<file path="src/rtl/clkgen_pkg.sv">
// Shared defaults and slice-indexing helpers for the multi-channel strobe/square generator.
package clkgen_pkg;

   localparam int unsigned N_DEF   = 16;
   localparam int unsigned NCH_DEF = 4;

   // Low bit of channel k inside a packed bus of w-bit fields.
   function automatic int unsigned chan_lo(input int unsigned k, input int unsigned w);
      return k * w;
   endfunction

   function automatic int unsigned bus_w(input int unsigned nch, input int unsigned w);
      return nch * w;
   endfunction

endpackage

</file>
<file path="src/rtl/clkgen_chan.sv">
// One divider channel: programmable period, one-cycle strobe, square wave toggling per strobe,
// with immediate or wrap-deferred period reload and a phase-reset input.
module clkgen_chan
   import clkgen_pkg::*;
#(
   parameter int unsigned    N          = N_DEF,
   parameter logic [N-1:0]   PERIOD_RST = '0
) (
   input  logic         clk_i,
   input  logic         reset,
   input  logic [N-1:0] maxval_i,
   input  logic         load_i,
   input  logic         immediate_i,
   input  logic         enable_i,
   input  logic         sync_i,
   output logic         strobe_o,
   output logic         square_o,
   output logic         pending_o
);

   logic [N-1:0] ctr_q, ctr_d;
   logic [N-1:0] per_act_q, per_act_d;
   logic [N-1:0] per_shadow_q, per_shadow_d;
   logic         pending_q, pending_d;
   logic         strobe_q, strobe_d;
   logic         square_q, square_d;
   logic         wrap;

   // Compare against the old period; >= keeps a lowered period from running past it.
   assign wrap = enable_i && (ctr_q >= per_act_q);

   always_comb begin
      ctr_d        = ctr_q;
      per_act_d    = per_act_q;
      per_shadow_d = per_shadow_q;
      pending_d    = pending_q;
      strobe_d     = 1'b0;
      square_d     = square_q;

      if (sync_i) begin
         ctr_d    = '0;
         square_d = 1'b0;
         if (load_i) begin
            per_act_d = maxval_i;
            pending_d = 1'b0;
         end
      end else if (load_i && immediate_i) begin
         per_act_d = maxval_i;
         ctr_d     = '0;
         pending_d = 1'b0;
      end else if (wrap) begin
         ctr_d    = '0;
         strobe_d = 1'b1;
         square_d = ~square_q;
         // A deferred load landing on the wrap bypasses the shadow entirely.
         if (load_i) begin
            per_act_d = maxval_i;
            pending_d = 1'b0;
         end else if (pending_q) begin
            per_act_d = per_shadow_q;
            pending_d = 1'b0;
         end
      end else begin
         if (enable_i) begin
            ctr_d = ctr_q + N'(1);
         end
         if (load_i) begin
            per_shadow_d = maxval_i;
            pending_d    = 1'b1;
         end
      end
   end

   always_ff @(posedge clk_i) begin
      if (reset) begin
         ctr_q        <= '0;
         per_act_q    <= PERIOD_RST;
         per_shadow_q <= PERIOD_RST;
         pending_q    <= 1'b0;
         strobe_q     <= 1'b0;
         square_q     <= 1'b0;
      end else begin
         ctr_q        <= ctr_d;
         per_act_q    <= per_act_d;
         per_shadow_q <= per_shadow_d;
         pending_q    <= pending_d;
         strobe_q     <= strobe_d;
         square_q     <= square_d;
      end
   end

   assign strobe_o  = strobe_q;
   assign square_o  = square_q;
   assign pending_o = pending_q;

endmodule

</file>
<file path="src/rtl/clkgen_multi.sv">
// NCH independent divider channels sharing sync and immediate-load controls.
module clkgen_multi
   import clkgen_pkg::*;
#(
   parameter int unsigned  N          = N_DEF,
   parameter int unsigned  NCH        = NCH_DEF,
   parameter logic [N-1:0] PERIOD_RST = '0
) (
   input  logic                          clk_i,
   input  logic                          reset,
   input  logic [bus_w(NCH, N)-1:0]      maxval_i,
   input  logic [NCH-1:0]                load_i,
   input  logic                          immediate_i,
   input  logic [NCH-1:0]                enable_i,
   input  logic                          sync_i,
   output logic [NCH-1:0]                strobe_o,
   output logic [NCH-1:0]                square_o,
   output logic [NCH-1:0]                pending_o
);

   for (genvar k = 0; k < NCH; k++) begin : g_chan
      clkgen_chan #(
         .N          (N),
         .PERIOD_RST (PERIOD_RST)
      ) u_chan (
         .clk_i       (clk_i),
         .reset       (reset),
         .maxval_i    (maxval_i[chan_lo(k, N) +: N]),
         .load_i      (load_i[k]),
         .immediate_i (immediate_i),
         .enable_i    (enable_i[k]),
         .sync_i      (sync_i),
         .strobe_o    (strobe_o[k]),
         .square_o    (square_o[k]),
         .pending_o   (pending_o[k])
      );
   end

endmodule

</file>
<file path="config.mk">
export PLATFORM = sky130hd
export DESIGN_NAME = clkgen_multi
export DESIGN_NICKNAME = d
export VERILOG_FILES = /design/src/rtl/clkgen_pkg.sv /design/src/rtl/clkgen_chan.sv /design/src/rtl/clkgen_multi.sv
export SDC_FILE = /design/constraint.sdc
export NUM_CORES = 1
export LEC_CHECK = 0
export ABC_AREA = 1
export CAP_MARGIN = 10
export CORE_MARGIN = 2
export CORE_UTILIZATION = 53
export CTS_CLUSTER_SIZE = 24
export DETAILED_ROUTE_END_ITERATION = 10
export GPL_TIMING_DRIVEN = 0
export HOLD_SLACK_MARGIN = 0.05
export PLACE_DENSITY = 0.76
export SLEW_MARGIN = 20
export SYNTH_ARGS = -nofsm -noshare
export SYNTH_HDL_FRONTEND = slang
export SYNTH_SLANG_ARGS = --single-unit
</file>
<file path="constraint.sdc">
create_clock -name clk_i -period 3.64 [get_ports clk_i]
set_clock_uncertainty 0.15 [all_clocks]
set_input_delay 0.728 -clock clk_i [delete_from_list [all_inputs] [get_ports clk_i]]
set_output_delay 0.728 -clock clk_i [all_outputs]
set_load 0.01 [all_outputs]
</file>
==> impl_metrics.csv, run 1 <==
group,metric,value,unit
worst_setup_path,timing.rr.start,"g_chan[1].u_chan.ctr_q[5]$_SDFFE_PP0P_",
worst_setup_path,end_kind,"register",
route,drt-total-wl,25890,um
yosys,async_reset_ff_frac,0,
sta,timing_hold_violations_final,0,
final_layout,num-nets-final,1748,
clocking,cts.reportedPaths.clkPinSlew,50,ps
route,vias_per_cell,5.097,
pwr,cell_leakage_power,5.794,nW
yosys,synthCells,1497,
pwr,irDropWorstVdd,0.0002485,V
floorplanning,boundaryPins,88,
yosys,synth.ff_latch_count,204,
clocking,ctsHtreeMaxLevel,1,
clocking,post_cts_resize_count,0,
placement,detailedPlacementHpwl,19310,um
pwr,totalPowerFinal,5.333,mW
clocking,post_cts_hold_buffer_count,0,
floorplanning,num_rows,53,
worst_setup_path,crit_buf_inv,3,
yosys,fraction_of_post_synthesis_cell_area_in_the_top_cell_type_by_area,0.3652,
route,vias,9643,
worst_setup_path,cp_top_family,"buffers and inverters",
worst_hold_path,worst_hold_stages,1,
run,max_cap_viol_count,0,
worst_setup_path,worst_path_largest_cell_delay,580,ps
clocking,cts_post_setup_buffers_inserted,0,
worst_setup_path,worstPathRequired,3850,ps
clocking,clk-insertion-delay-late,500,ps
final_layout,antennaDiodeCount,0,
route,wire_per_inst,13.68,um
placement,placement.setup.worst_slack,608.2,ps
final_layout,final_common_cell,"sky130_fd_sc_hd__nand2_1",
worst_hold_path,whs_endpoint,"g_chan[3].u_chan.square_o$_SDFFE_PP0P_",
yosys,yosysWarningCount,0,
yosys,synth_flop_cell,"sky130_fd_sc_hd__dfxtp_1",
global_route,grt_overflow,0,
sta,setup_viol,0,
sta,maxClockFrequency,0.4000,GHz
sta,final.setup.tns,0,ps
final_layout,sequential_cell_area,4084,um2
global_route,antenna_found_initial,0,
worst_hold_path,holdCritPathClass,"register to register",
yosys,post_synth_edffs,0,
global_route,wire_length_of_the_first_global_routing_pass,43090,um
worst_setup_path,worst_setup_path_start_kind,"input pin",
yosys,synthesis.area,11180,um2
floorplanning,design.core.area,20890,um2
clocking,ctsLongestPathBuffers,3,
final_layout,mostFrequentLayoutCells,"325 x sky130_fd_sc_hd__nand2_1, 264 x sky130_fd_sc_hd__nor2_1, 204 x sky130_fd_sc_hd__dfxtp_1",
outcome,run_status,"complete, no violations",
clocking,cts_root_buffer,"sky130_fd_sc_hd__clkbuf_16",
final_layout,final_layout_size_suffix_gt1_frac,0.1404,
floorplanning,floorplan.initialDensity,0.5354,
worst_setup_path,timing.rr.end,"g_chan[1].u_chan.per_shadow_q[8]$_SDFFE_PP0P_",
final_layout,area_of_the_multi_input_gates,6000,um2
yosys,post_synth.cell_area_avg,7.470,um2
yosys,synthesis.nets,1641,
route,post_route_drc_violation_count,0,
pwr,power.density_cell_area,409.6,nW/um2
worst_hold_path,hold_path_startpoint,"g_chan[3].u_chan.square_o$_SDFFE_PP0P_",
sta,count_of_final_max_slew_check_failures,0,
worst_setup_path,worst_r2r_path_depth,14,
final_layout,area.growth.synth_to_final,16.42,%
floorplanning,die_wd,149.3,um
placement,gp_congestion,0.8194,
global_route,first_global_vias,9391,
final_layout,layout.filler_cells,1856,
clocking,cts_num_sinks,204,
sta,fin_ws,1140,ps
route,antenna_violation_net_count_after_detailed_routing,0,
yosys,synth.distinct_cells,42,
route,firstDrtPassIters,4,
placement,port_buffers,82,
global_route,global_route_usage_sum,0.2335,
route,initialDrtViolationCount,464,
global_route,grt_start_max_net_pins,13,
worst_setup_path,crit_path_arrival_time,2720,ps
clocking,tritoncts,"built",
yosys,biggest_area_contributors_in_the_synthesized_netlist,"sky130_fd_sc_hd__dfxtp_1 37%, sky130_fd_sc_hd__nand2_1 11%, sky130_fd_sc_hd__nor2_1 8.9%",
sta,tightest_slew,571.2,ps
sta,max_slew_margin,0.6192,
yosys,yosysSeqAreaShare,0.3652,
worst_setup_path,regToRegSetupSlack,1360,ps
sta,rsz0062_at_grt,"no",
sta,timing.final.crit_share,0.6869,
worst_setup_path,cp_max_fo,10,
floorplanning,die_area,22280,um2
yosys,synth_top_area_cell,"sky130_fd_sc_hd__dfxtp_1",
floorplanning,die_height,149.3,um
sta,finalWorstPathRequiredPeriod,2500,ps
worst_setup_path,cp_cell_sequence,"clkdlybuf4s50_1 > buf_6 > nor2_2 > nand3_2 > buf_4 > nand2_1 > a21oi_1",
clocking,cts-buffers-inserted,23,
worst_setup_path,critPathSlowestCell,"sky130_fd_sc_hd__clkdlybuf4s50_1",
worst_setup_path,worstSetupPathType,"input pin to register",
-- logic make-up (layout without fill, tap and decap cells) --
group / count (synthesis) / count (layout) / synth area share
AND/OR/NAND/NOR: 768 / 768 / 0.3107
buffers and inverters: 222 / 342 / 0.09834
flip-flops: 204 / 204 / 0.3652
AO/OA/AOI/OAI: 147 / 147 / 0.06981
adder cells (fa/ha/maj): 68 / 68 / 0.07608
multiplexers: 50 / 50 / 0.05012
XOR/XNOR: 38 / 38 / 0.02976
-- state kept, by name, summed over array words and instances (netlist names) --
| register | cells |
|---|---|
| g_chan.u_chan.ctr_q | 64 |
| g_chan.u_chan.per_act_q | 64 |
| g_chan.u_chan.per_shadow_q | 64 |
| g_chan.u_chan.pending_o | 4 |
| g_chan.u_chan.square_o | 4 |
| g_chan.u_chan.strobe_o | 4 |
-- cell usage after synthesis (15+ instances only) --
cell type and number:
sky130_fd_sc_hd__nand4_1 53, sky130_fd_sc_hd__dfxtp_1 204, sky130_fd_sc_hd__ha_1 68, sky130_fd_sc_hd__nand2_2 26
sky130_fd_sc_hd__o21ai_0 42, sky130_fd_sc_hd__nor2_1 264, sky130_fd_sc_hd__xnor2_1 15, sky130_fd_sc_hd__nand2_1 325
sky130_fd_sc_hd__buf_4 22, sky130_fd_sc_hd__xor2_1 23, sky130_fd_sc_hd__mux2_2 48, sky130_fd_sc_hd__inv_1 139
sky130_fd_sc_hd__a21oi_1 91, sky130_fd_sc_hd__buf_6 17, sky130_fd_sc_hd__buf_2 22, sky130_fd_sc_hd__nand3_1 31
-- report_power, final --
group          leakage, nW  switching (mW)  internal (mW)
sequential            1.67          0.0437           2.34
combinational         3.79           0.487          0.355
clock                0.333           0.884           1.22
total                 5.79            1.41           3.92
-- worst register-to-register path, delay by kind of cell, from the launching register on --
family,cells,cell delay [ps]
and+or+nand+nor,11,870
DFF,1,470
adders and majority gates,1,300
buffers and inverters,1,260
AOI/OAI and AO/OA,1,70
-- layer usage --
metal | vias up | GRT usage | part of all wire
li1 | 4994 | - | -
met1 | 4403 | 0.2992 | 0.46
met2 | 190 | 0.4099 | 0.47
met3 | 56 | 0.03150 | 0.045
met4 | 0 | 0.06810 | 0.025
met5 | - | 0 | 0
-- metrics by stage --
step / instance area [um2] / util / std cells / hold slack [ps]
after floorplan: 11180 / - / 1497 / 272.9
after global placement: 12350 / 0.5911 / 1854 / 285.0
after detailed placement: 12350 / 0.5911 / 1854 / 289.8
after CTS: 13020 / 0.6233 / 1892 / 302.2
after global routing: 13020 / 0.6233 / 1892 / 323.1
final: 13020 / 0.6233 / 1892 / 304.4
-- cell type report --
| cell class | count | share of cell area |
|---|---|---|
| tap | 275 | 0.02643 |
| buffer | 74 | 0.04180 |
| multi-input combinational | 1071 | 0.4608 |
| clock buffer | 33 | 0.04939 |
| clock inverter | 5 | 0.002210 |
| timing repair buffer | 82 | 0.06304 |
| sequential | 204 | 0.3137 |
| inverter | 148 | 0.04267 |
-- how the worst max path moves through the flow --
stage               depth (start not counted)                                             end   start
detailed placement                          7   g_chan[1].u_chan.per_shadow_q[8]$_SDFFE_PP0P_  sync_i
global route                                8      g_chan[2].u_chan.per_act_q[6]$_SDFFE_PP0P_  sync_i
global placement                            7  g_chan[1].u_chan.per_shadow_q[13]$_SDFFE_PP0P_  sync_i
finish                                      7   g_chan[1].u_chan.per_shadow_q[8]$_SDFFE_PP0P_  sync_i
CTS                                         7   g_chan[1].u_chan.per_shadow_q[8]$_SDFFE_PP0P_  sync_i
floorplan                                   6     g_chan[3].u_chan.per_act_q[10]$_SDFFE_PP0P_  sync_i
(Power assumes the default switching activity.)
==> run 2, diff against run 1 <==
==> constraint.sdc (replaced) <==
create_clock -name clk_i -period 2.5 [get_ports clk_i]
set_clock_uncertainty 0.15 [all_clocks]
set_input_delay 0.5 -clock clk_i [delete_from_list [all_inputs] [get_ports clk_i]]
set_output_delay 0.5 -clock clk_i [all_outputs]
set_load 0.01 [all_outputs]
==> results of run 2 <==
Same layout as run 1 (identical final DEF). Status: complete, no violations.
Main changes from that run: setup slack after placement 608.2 ps -> -303.8 ps; clock-pin slew on the worst setup and hold paths 50 ps -> 60 ps; setup slack after layout 1140 ps -> 222.7 ps; hold slack 304.4 ps -> 139.8 ps; start point of the critical path sync_i -> g_chan[1].u_chan.ctr_q[5]$_SDFFE_PP0P_; register-to-register setup slack 1360 ps -> 220 ps; end point of the worst hold path g_chan[3].u_chan.square_o$_SDFFE_PP0P_ -> g_chan[2].u_chan.ctr_q[0]$_SDFFE_PP0P_; total power 5.333 mW -> 7.765 mW; worst IR drop on VDD 0.0002485 V -> 0.0003619 V
==> run 3, diff against run 2 <==
--- a/config.mk
+++ b/config.mk
@@ -5,7 +5,6 @@
 export SDC_FILE = /design/constraint.sdc
 export NUM_CORES = 1
 export LEC_CHECK = 0
-export ABC_AREA = 1
 export CAP_MARGIN = 10
 export CORE_MARGIN = 2
 export CORE_UTILIZATION = 53
==> impl_metrics.csv, run 3 <==
group,metric,value,unit
worst_setup_path,worst_setup_path_start_kind,"register",
clocking,cts-buffers-inserted,22,
global_route,grt_start_max_net_pins,15,
placement,detailedPlacementHpwl,19570,um
worst_hold_path,holdCritPathClass,"input pin to register",
worst_setup_path,cp_max_fo,5,
final_layout,area.growth.synth_to_final,40.16,%
clocking,tritoncts,"built",
floorplanning,die_height,146.6,um
floorplanning,die_area,21490,um2
placement,port_buffers,82,
clocking,clk-insertion-delay-late,510,ps
clocking,ctsLongestPathBuffers,3,
yosys,synth.distinct_cells,66,
yosys,yosysSeqAreaShare,0.3790,
worst_setup_path,crit_buf_inv,2,
final_layout,mostFrequentLayoutCells,"145 x sky130_fd_sc_hd__dfxtp_1, 81 x sky130_fd_sc_hd__clkdlybuf4s50_1, 76 x sky130_fd_sc_hd__nand2b_1",
sta,fin_ws,-285.9,ps
final_layout,num-nets-final,1539,
pwr,totalPowerFinal,8.535,mW
final_layout,biggestRegsByFlops,"g_chan.u_chan.ctr_q: 64 flops, g_chan.u_chan.per_act_q: 64 flops, g_chan.u_chan.per_shadow_q: 64 flops",
route,wire_per_inst,19.47,um
yosys,async_reset_ff_frac,0,
route,detail_route.wirelength.met1,13690,um
worst_setup_path,worstPathRequired,2770,ps
sta,timing_hold_violations_final,0,
route,post_route_drc_violation_count,0,
route,top_layer,"met5",
worst_setup_path,worstSetupPathType,"register to register",
route,vias,9920,
worst_setup_path,critPathSlowestCell,"sky130_fd_sc_hd__a221o_2",
yosys,synth_most_common_cell,"sky130_fd_sc_hd__dfxtp_1",
final_layout,final_common_cell,"sky130_fd_sc_hd__dfxtp_1",
route,drt-total-wl,32720,um
yosys,post_synth_edffs,0,
yosys,synth_top_area_cell,"sky130_fd_sc_hd__dfxtp_1",
floorplanning,design.core.area,20100,um2
route,initialDrtViolationCount,677,
route,firstDrtPassIters,5,
worst_setup_path,worst_path_largest_cell_delay,470,ps
worst_setup_path,cp_top_family,"compound AO/OA/AOI/OAI gates",
clocking,cts_root_buffer,"sky130_fd_sc_hd__clkbuf_16",
worst_setup_path,crit_path_arrival_time,3060,ps
outcome,run_status,"finished with violations",
yosys,synth.ff_latch_count,204,
floorplanning,boundaryPins,88,
yosys,top_cell_types_by_occurrence_after_synthesis,"204 x sky130_fd_sc_hd__dfxtp_1, 97 x sky130_fd_sc_hd__nor2_1, 79 x sky130_fd_sc_hd__nand2b_1, 75 x sky130_fd_sc_hd__o21ai_0, 73 x sky130_fd_sc_hd__a21oi_1",
global_route,grt_overflow,0,
sta,tightest_slew,787.5,ps
outcome,violations_in_the_final_reports,"negative setup slack",
placement,gp_congestion,0.8607,
sta,maxClockFrequency,0.3589,GHz
sta,max_slew_margin,0.4750,
global_route,global_route_usage_sum,0.2800,
run,max_cap_viol_count,0,
clocking,cts_num_sinks,204,
route,vias_per_cell,5.905,
yosys,synthesis.nets,1363,
global_route,antenna_found_initial,1,
clocking,ctsHtreeMaxLevel,1,
floorplanning,floorplan.initialDensity,0.5360,
final_layout,final_layout_size_suffix_gt1_frac,0.3191,
global_route,first_global_vias,9748,
yosys,synthesis.area,10780,um2
route,antenna_violation_net_count_after_detailed_routing,0,
yosys,post_synth.cell_area_avg,8.841,um2
final_layout,layout.filler_cells,1272,
route,met2WireLength,16110,um
floorplanning,die_wd,146.6,um
yosys,biggest_area_contributors_in_the_synthesized_netlist,"sky130_fd_sc_hd__dfxtp_1 38%, sky130_fd_sc_hd__ha_1 7.9%, sky130_fd_sc_hd__mux2i_1 4.8%",
final_layout,fin_util,0.7513,
pwr,irDropWorstVdd,0.0005361,V
final_layout,antennaDiodeCount,0,
sta,timing.final.crit_share,1.114,
sta,rsz0062_at_grt,"yes",
yosys,fraction_of_post_synthesis_cell_area_in_the_top_cell_type_by_area,0.3790,
global_route,wire_length_of_the_first_global_routing_pass,49590,um
pwr,cell_leakage_power,5.501,nW
worst_setup_path,cp_cell_sequence,"inv_2 > ha_4 > nand2b_4 > a2111oi_4 > a2111oi_4 > or3_4 > a221o_2 > buf_8 > a221oi_2",
yosys,synthCells,1219,
worst_setup_path,path_common_cell,"sky130_fd_sc_hd__a2111oi_4",
worst_setup_path,end_kind,"register",
sta,setup_viol,100,
yosys,synth_flop_cell,"sky130_fd_sc_hd__dfxtp_1",
route,wl_met3,1842,um
yosys,yosysWarningCount,0,
floorplanning,num_rows,52,
sta,count_of_final_max_slew_check_failures,0,
clocking,cts.reportedPaths.clkPinSlew,60,ps
pwr,power.density_cell_area,565.0,nW/um2
sta,finalWorstPathRequiredPeriod,2786,ps
-- run 3: cell count changes after synthesis, sizes merged, moves of 33 or more --
| cell | previous run | this run |
|---|---|---|
| a221oi | 0 | 33 |
| inv | 148 | 72 |
| nand2 | 358 | 68 |
| nor2 | 276 | 97 |
| clkbuf | 10 | 51 |
| nand2b | 0 | 80 |
| buf | 64 | 29 |
| mux2i | 2 | 52 |
| nand4 | 54 | 21 |
-- run 3: cells by family after synthesis --
| family | Yosys count | synth area share |
|---|---|---|
| xor+xnor | 60 | 0.04876 |
| mux | 68 | 0.06502 |
| flops | 204 | 0.3790 |
| simple gates | 410 | 0.2007 |
| fa+ha+maj | 68 | 0.07895 |
| buf+inv | 157 | 0.06618 |
| compound gates | 252 | 0.1614 |
-- run 3: power by group --
| part | internal (mW) | switching, mW |
|---|---|---|
| Sequential | 3.39 | 0.0672 |
| Combinational | 0.736 | 0.775 |
| Clock | 2.20 | 1.37 |
| Total | 6.32 | 2.21 |
-- run 3: stage by stage --
stage	area (um2)	setup slack, ps	setup TNS [ps]	std cells	hold slack, ps
after global placement	12190	-705.0	-66920	1571	303.6
final	15100	-285.9	-12940	1680	153.8
after detailed placement	12190	-778.8	-74270	1571	309.8
after CTS	14380	-301.5	-12870	1665	128.7
after global routing	15100	-382.3	-24300	1680	175.9
after floorplan	11040	-205.8	-3342	1219	289.5
-- run 3: routing by layer --
layer,vias up,global-route usage
li1,4640,-
met1,4830,0.3543
met2,359,0.4913
met3,89,0.04344
met4,2,0.08592
met5,-,0
-- run 3: area by class of cell --
type | instances | area (um2) | area share
plain buffers | 83 | 630.6 | 0.04175
repair buffers | 153 | 1615 | 0.1069
multi-input cells | 859 | 7292 | 0.4828
inverters | 72 | 272.8 | 0.01806
well taps | 270 | 337.8 | 0.02237
clock inverters | 10 | 150.1 | 0.009940
flip-flops and latches | 204 | 4168 | 0.2759
clock buffers | 29 | 638.1 | 0.04225
-- run 3: repair_timing --
item / 4_1_cts / 5_1_grt
hold buffers: 0 / 0
setup buffers: 48 / 20
cloned: 7 / 3
setup endpoints to repair: 189 / 187
pin swaps: 78 / 65
resized for setup: 212 / 171
-- run 3: worst paths after layout --
| path | slack, ps | start | cells past startpoint | endpoint |
|---|---|---|---|---|
| min reg2reg | 320 | g_chan[3].u_chan.per_shadow_q[7]$_SDFFE_PP0P_ | 2 | g_chan[3].u_chan.per_shadow_q[7]$_SDFFE_PP0P_ |
| min | 150 | enable_i[0] | 3 | g_chan[0].u_chan.ctr_q[0]$_SDFFE_PP0P_ |
| max reg2reg | -290 | g_chan[0].u_chan.ctr_q[0]$_SDFFE_PP0P_ | 9 | g_chan[0].u_chan.per_act_q[7]$_SDFFE_PP0P_ |
| max | -290 | g_chan[0].u_chan.ctr_q[0]$_SDFFE_PP0P_ | 9 | g_chan[0].u_chan.per_act_q[7]$_SDFFE_PP0P_ |
-- run 3: worst reg2reg max path, stage by stage (launching register included) --
cell and delay (ps):
sky130_fd_sc_hd__dfxtp_2 340, sky130_fd_sc_hd__inv_2 50, sky130_fd_sc_hd__ha_4 220, sky130_fd_sc_hd__nand2b_4 140, sky130_fd_sc_hd__a2111oi_4 400, sky130_fd_sc_hd__a2111oi_4 90
sky130_fd_sc_hd__or3_4 420, sky130_fd_sc_hd__a221o_2 470, sky130_fd_sc_hd__buf_8 170, sky130_fd_sc_hd__a221oi_2 250
